==> config.mk <==
export PLATFORM = sky130hd
export DESIGN_NAME = pause_dim_ctrl
export DESIGN_NICKNAME = d
export VERILOG_FILES = /design/src/rtl/sys1_video_pkg.sv /design/src/rtl/pause_edge_sync.sv /design/src/rtl/pause_dim_ctrl.sv
export SDC_FILE = /design/constraint.sdc
export NUM_CORES = 1
export LEC_CHECK = 0
export ABC_AREA = 1
export CAP_MARGIN = 20
export CORE_AREA = 2 2 76 78
export DETAILED_ROUTE_END_ITERATION = 10
export DIE_AREA = 0 0 78 80
export PLACE_DENSITY = 0.81
export SYNTH_ARGS = -nofsm -noshare
export SYNTH_HDL_FRONTEND = slang
export SYNTH_SLANG_ARGS = --single-unit
==> constraint.sdc <==
create_clock -name clk_sys -period 2 [get_ports clk_sys]
set_input_delay 0.5 -clock clk_sys [delete_from_list [all_inputs] [get_ports clk_sys]]
set_output_delay 0.5 -clock clk_sys [all_outputs]
set_load 0.02 [all_outputs]
==> src/rtl/sys1_video_pkg.sv <==
// rtl/sys1_video_pkg.sv - shared pause FSM states and RGB332 helpers
package sys1_video_pkg;

    typedef enum logic [1:0] {
        ST_RUN     = 2'd0,
        ST_COUNT   = 2'd1,
        ST_DIM_REQ = 2'd2
    } pause_state_e;

    localparam int R_W   = 3;
    localparam int G_W   = 3;
    localparam int B_W   = 2;
    localparam int RGB_W = R_W + G_W + B_W;

    // Halve each colour field independently so no bit bleeds across fields.
    function automatic logic [RGB_W-1:0] rgb332_dim(input logic [RGB_W-1:0] px);
        logic [R_W-1:0] r;
        logic [G_W-1:0] g;
        logic [B_W-1:0] b;
        r = px[RGB_W-1 -: R_W];
        g = px[G_W+B_W-1 -: G_W];
        b = px[B_W-1:0];
        return {r >> 1, g >> 1, b >> 1};
    endfunction

endpackage

==> src/rtl/pause_edge_sync.sv <==
// rtl/pause_edge_sync.sv - two-flop synchronizer with rising-edge pulse
module pause_edge_sync (
    input  logic clk_sys,
    input  logic reset_n,
    input  logic din,
    output logic rise
);

    logic sync_q1;
    logic sync_q2;
    logic prev_q;

    always_ff @(posedge clk_sys or negedge reset_n) begin
        if (!reset_n) begin
            sync_q1 <= 1'b0;
            sync_q2 <= 1'b0;
            prev_q  <= 1'b0;
        end else begin
            sync_q1 <= din;
            sync_q2 <= sync_q1;
            prev_q  <= sync_q2;
        end
    end

    assign rise = sync_q2 & ~prev_q;

endmodule

==> src/rtl/pause_dim_ctrl.sv <==
// rtl/pause_dim_ctrl.sv - pause toggle, idle-dim timer and one-pixel video stage
module pause_dim_ctrl
    import sys1_video_pkg::*;
#(
    parameter int unsigned DIM_CYCLES = 480000000,
    parameter int unsigned TMR_W      = 32
) (
    input  logic             clk_sys,
    input  logic             reset_n,
    input  logic             ce_pix,
    input  logic             pause_btn,
    input  logic             osd_open,
    input  logic             osd_pause_en,
    input  logic             hs_access,
    input  logic [RGB_W-1:0] rgb_in,
    input  logic             hblank_in,
    input  logic             vblank_in,
    input  logic             hs_in,
    input  logic             vs_in,
    output logic [RGB_W-1:0] rgb_out,
    output logic             hblank_out,
    output logic             vblank_out,
    output logic             hs_out,
    output logic             vs_out,
    output logic             pause,
    output logic             user_paused,
    output logic             dim
);

    localparam logic [TMR_W-1:0] TMR_LAST = TMR_W'(DIM_CYCLES - 1);

    logic             btn_rise;
    pause_state_e     state;
    pause_state_e     state_nxt;
    logic [TMR_W-1:0] tmr;
    logic             frame_edge;

    pause_edge_sync u_edge (
        .clk_sys (clk_sys),
        .reset_n (reset_n),
        .din     (pause_btn),
        .rise    (btn_rise)
    );

    always_ff @(posedge clk_sys or negedge reset_n) begin
        if (!reset_n) begin
            user_paused <= 1'b0;
        end else if (btn_rise) begin
            user_paused <= ~user_paused;
        end
    end

    assign pause = hs_access | user_paused | (osd_open & osd_pause_en);

    always_ff @(posedge clk_sys or negedge reset_n) begin
        if (!reset_n) begin
            state <= ST_RUN;
        end else begin
            state <= state_nxt;
        end
    end

    always_comb begin
        state_nxt = state;
        if (!user_paused) begin
            state_nxt = ST_RUN;
        end else begin
            case (state)
                ST_RUN:     state_nxt = ST_COUNT;
                ST_COUNT:   if (tmr == TMR_LAST) state_nxt = ST_DIM_REQ;
                ST_DIM_REQ: state_nxt = ST_DIM_REQ;
                default:    state_nxt = ST_RUN;
            endcase
        end
    end

    // Saturates at TMR_LAST so a long pause can never wrap back below the threshold.
    always_ff @(posedge clk_sys or negedge reset_n) begin
        if (!reset_n) begin
            tmr <= '0;
        end else begin
            case (state)
                ST_COUNT: if (tmr != TMR_LAST) tmr <= tmr + 1'b1;
                ST_DIM_REQ: tmr <= TMR_LAST;
                default:  tmr <= '0;
            endcase
        end
    end

    // vblank_out is exactly the previously sampled vblank_in, so it doubles as the edge history.
    assign frame_edge = ce_pix & vblank_in & ~vblank_out;

    always_ff @(posedge clk_sys or negedge reset_n) begin
        if (!reset_n) begin
            dim <= 1'b0;
        end else if (frame_edge) begin
            dim <= (state == ST_DIM_REQ);
        end
    end

    always_ff @(posedge clk_sys or negedge reset_n) begin
        if (!reset_n) begin
            rgb_out    <= '0;
            hblank_out <= 1'b1;
            vblank_out <= 1'b1;
            hs_out     <= 1'b0;
            vs_out     <= 1'b0;
        end else if (ce_pix) begin
            rgb_out    <= dim ? rgb332_dim(rgb_in) : rgb_in;
            hblank_out <= hblank_in;
            vblank_out <= vblank_in;
            hs_out     <= hs_in;
            vs_out     <= vs_in;
        end
    end

endmodule

==> reports/qor.txt <==
sw frac: 36.7%
Core Region: 0.00541 mm²
crit end category: output port
Fin. Hold Viols: 0
Die H: 80 µm
asr flop ratio synth: 100%
Worst VDD drop: 0.645 mV
internal power: 0.00196 W
H-tree lvl count: 2
WS Path Type: flip-flop to output port
Finished Layout Cells: 522
Largest regs: tmr (32), rgb_out (8), state (2)
Max Freq: 516 MHz
die width: 78 µm
Starting Density: 55.0%
Worst-Skew Late Latency: 0.31 ns
Net Switching: 0.00114 W
final period utilization: 96.9%
die area: 0.00624 mm²
final wirelength: 7160 µm
Post-synth top cells: nand2_1, nor2_1, dfrtp_1, inv_1, nand3_1
CTS tree: built
Clock Sinks: 51
Post-DP HPWL: 5500 µm
CP delay by family, top: buffers and inverters
crit path cell chain: clkdlybuf4s50_1
post-synthesis register bit count: 51
status: finished, final reports clean
syn nets: 430
syn avg cell area: 7.31 µm²
Post-synth EDFFs: 0
I/O Buffers: 33
Final #Nets: 472
Bufs and invs on worst path: 1
min Tclk post-route: 1.94 ns
Yosys top cell area share: 41.2%
CP max-delay cell: clkdlybuf4s50_1
wire length per cell: 13.7 µm
Ys Warns: 0
Top reg by flops: tmr
drt drc: 0
DRT Pass-1 Iters: 4
RSZ-0062 raised after global routing: no
DRT iter0 DRCs: 214
postcts setup bufs: 0
Post-CTS Hold Buffers: 0
Combinational Power Share: 32.9%
diodes inserted: 0
ys flop type: dfrtp_1
Power, Total: 0.00310 W
most common cell in the netlist: nand2_1
worst path arrival time: 1.44 ns
clock slew seen by the registers of the worst setup and hold paths: 0.09 ns
Synth Instances: 407
sequential-to-total area share from yosys stat: 43.0%
Reg power frac: 44.1%
GRT Total Usage: 24.4%
clock network fraction of total power: 23.0%
Largest register FFs: 32
gpl congestion: 0.912
Worst Hold Class: primary input to async pin
Inserted Clock Buffers: 5
largest area contributor in the netlist: dfrtp_1
Crit Path Max Fanout: 2
CP required: 1.50 ns
I/O pins: 34
first-pass GRT wire length: 12000 µm
# setup viols final: 0
hold slack: 0.118 ns
slew margin rel.: 68.9%
Distinct cells, synth: 32
largest net degree at the start of global routing: 27
final core utilization: 65.4%
share of cells above drive strength 1: 10.0%
row count: 27
Inst Count DP: 514
GRT overflow: 0
initial antenna violation count: 0
maximum clock path buffer count: 2
vias in the first global route: 2591
DR vias: 2745
worst-case clock skew: 0.00525 ns
post-route ant nets: 0
slowest stage delay, CP: 0.59 ns
final max-slew violation count: 0
PwrDens: 875 mW/mm²
leakage: 1.52 nW
synthesized area: 0.00297 mm²
worst slew pin tran: 0.465 ns
Area contributors post-synth: dfrtp_1, nand2_1, nor2_1
MaxCap Viol Count: 0
clock tree root driver cell: clkbuf_8
Vias/cell: 5.26
crit path launch type: flip-flop
synthesis-to-layout area growth: 18.9%
## per-layer routing
metal	vias up	track usage, %	share of wire [%]
li1	1393	-	-
met1	1274	32.4	46
met2	69	41.3	48
met3	9	4.41	4.8
met4	0	6.67	1.5
met5	-	0	0
## cell families (layout without fill, tap and decap cells)
logic type / Yosys count / in the layout / synth area share [%]
simple gates: 241 / 241 / 36.2
mux: 3 / 3 / 1.14
xor+xnor: 8 / 8 / 2.36
fa+ha+maj: 4 / 4 / 1.68
flops: 51 / 51 / 43.0
buf+inv: 56 / 99 / 7.36
compound gates: 44 / 44 / 8.29
## path summary, 6_finish.rpt
check	slack (ns)	cells past startpoint	end	start
setup / recovery	0.06	1	vblank_out	vblank_out
hold / removal	0.12	1	tmr[15]	reset_n
setup reg to reg	0.23	8	tmr[20]	tmr[1]
hold reg to reg	0.36	0	u_edge.sync_q2	u_edge.sync_q1
max in group asynchronous	1.34	2	hblank_out	reset_n
min in group clk_sys	0.36	0	u_edge.sync_q2	u_edge.sync_q1
## power by group through the flow
stage | registers, W | logic, W | clock network (W)
3_5_place_dp | 0.00138 | 0.00103 | 0
6_report | 0.00136 | 0.00102 | 0.000713
2_1_floorplan | 0.00143 | 0.000566 | 0
3_3_place_gp | 0.00137 | 0.00100 | 0
5_1_grt | 0.00139 | 0.00115 | 0.000774
4_1_cts | 0.00136 | 0.00103 | 0.000733
## through the flow
stage	instance area, µm²	setup TNS, ns	setup WS [ns]
global placement	3430	-0.213	-0.213
global route	3540	0	0.0157
CTS	3540	0	0.00295
finish	3540	0	0.0625
detailed placement	3430	-0.220	-0.220
floorplan	2970	0	0.538
## layout make-up
cell class | instances | area, µm²
fillers | 471 | 1870
multi-input cells | 300 | 1480
flip-flops and latches | 51 | 1280
repair buffers | 41 | 393
inverters | 50 | 188
well taps | 72 | 90.1
clock buffers | 6 | 72.6
clock inverters | 2 | 37.5
## layout by cell type, fill, tap and decap left out, types with 2 or more instances in the layout
cell type and n:
mux2_2 3, nor2_4 3, nor2_2 6, nand3_1 32, a31oi_1 7, clkbuf_8 5, dfstp_2 2, nand4_1 13
buf_4 7, ha_1 4, or2_2 2, nand2_1 114, o21ai_0 23, nor3_1 10, clkdlybuf4s50_1 31, xnor2_1 6
inv_1 49, a21oi_1 9, nand2_2 3, o21ai_2 3, nor2_1 53, dfrtp_1 48, xor2_1 2
## timing repair
item	4_1_cts	5_1_grt
cloned	0	0
resized for setup	1	3
endpoints found under the setup margin	1	2
hold endpoints to repair	0	0
No activity file was read; power rests on OpenSTA's default activity.
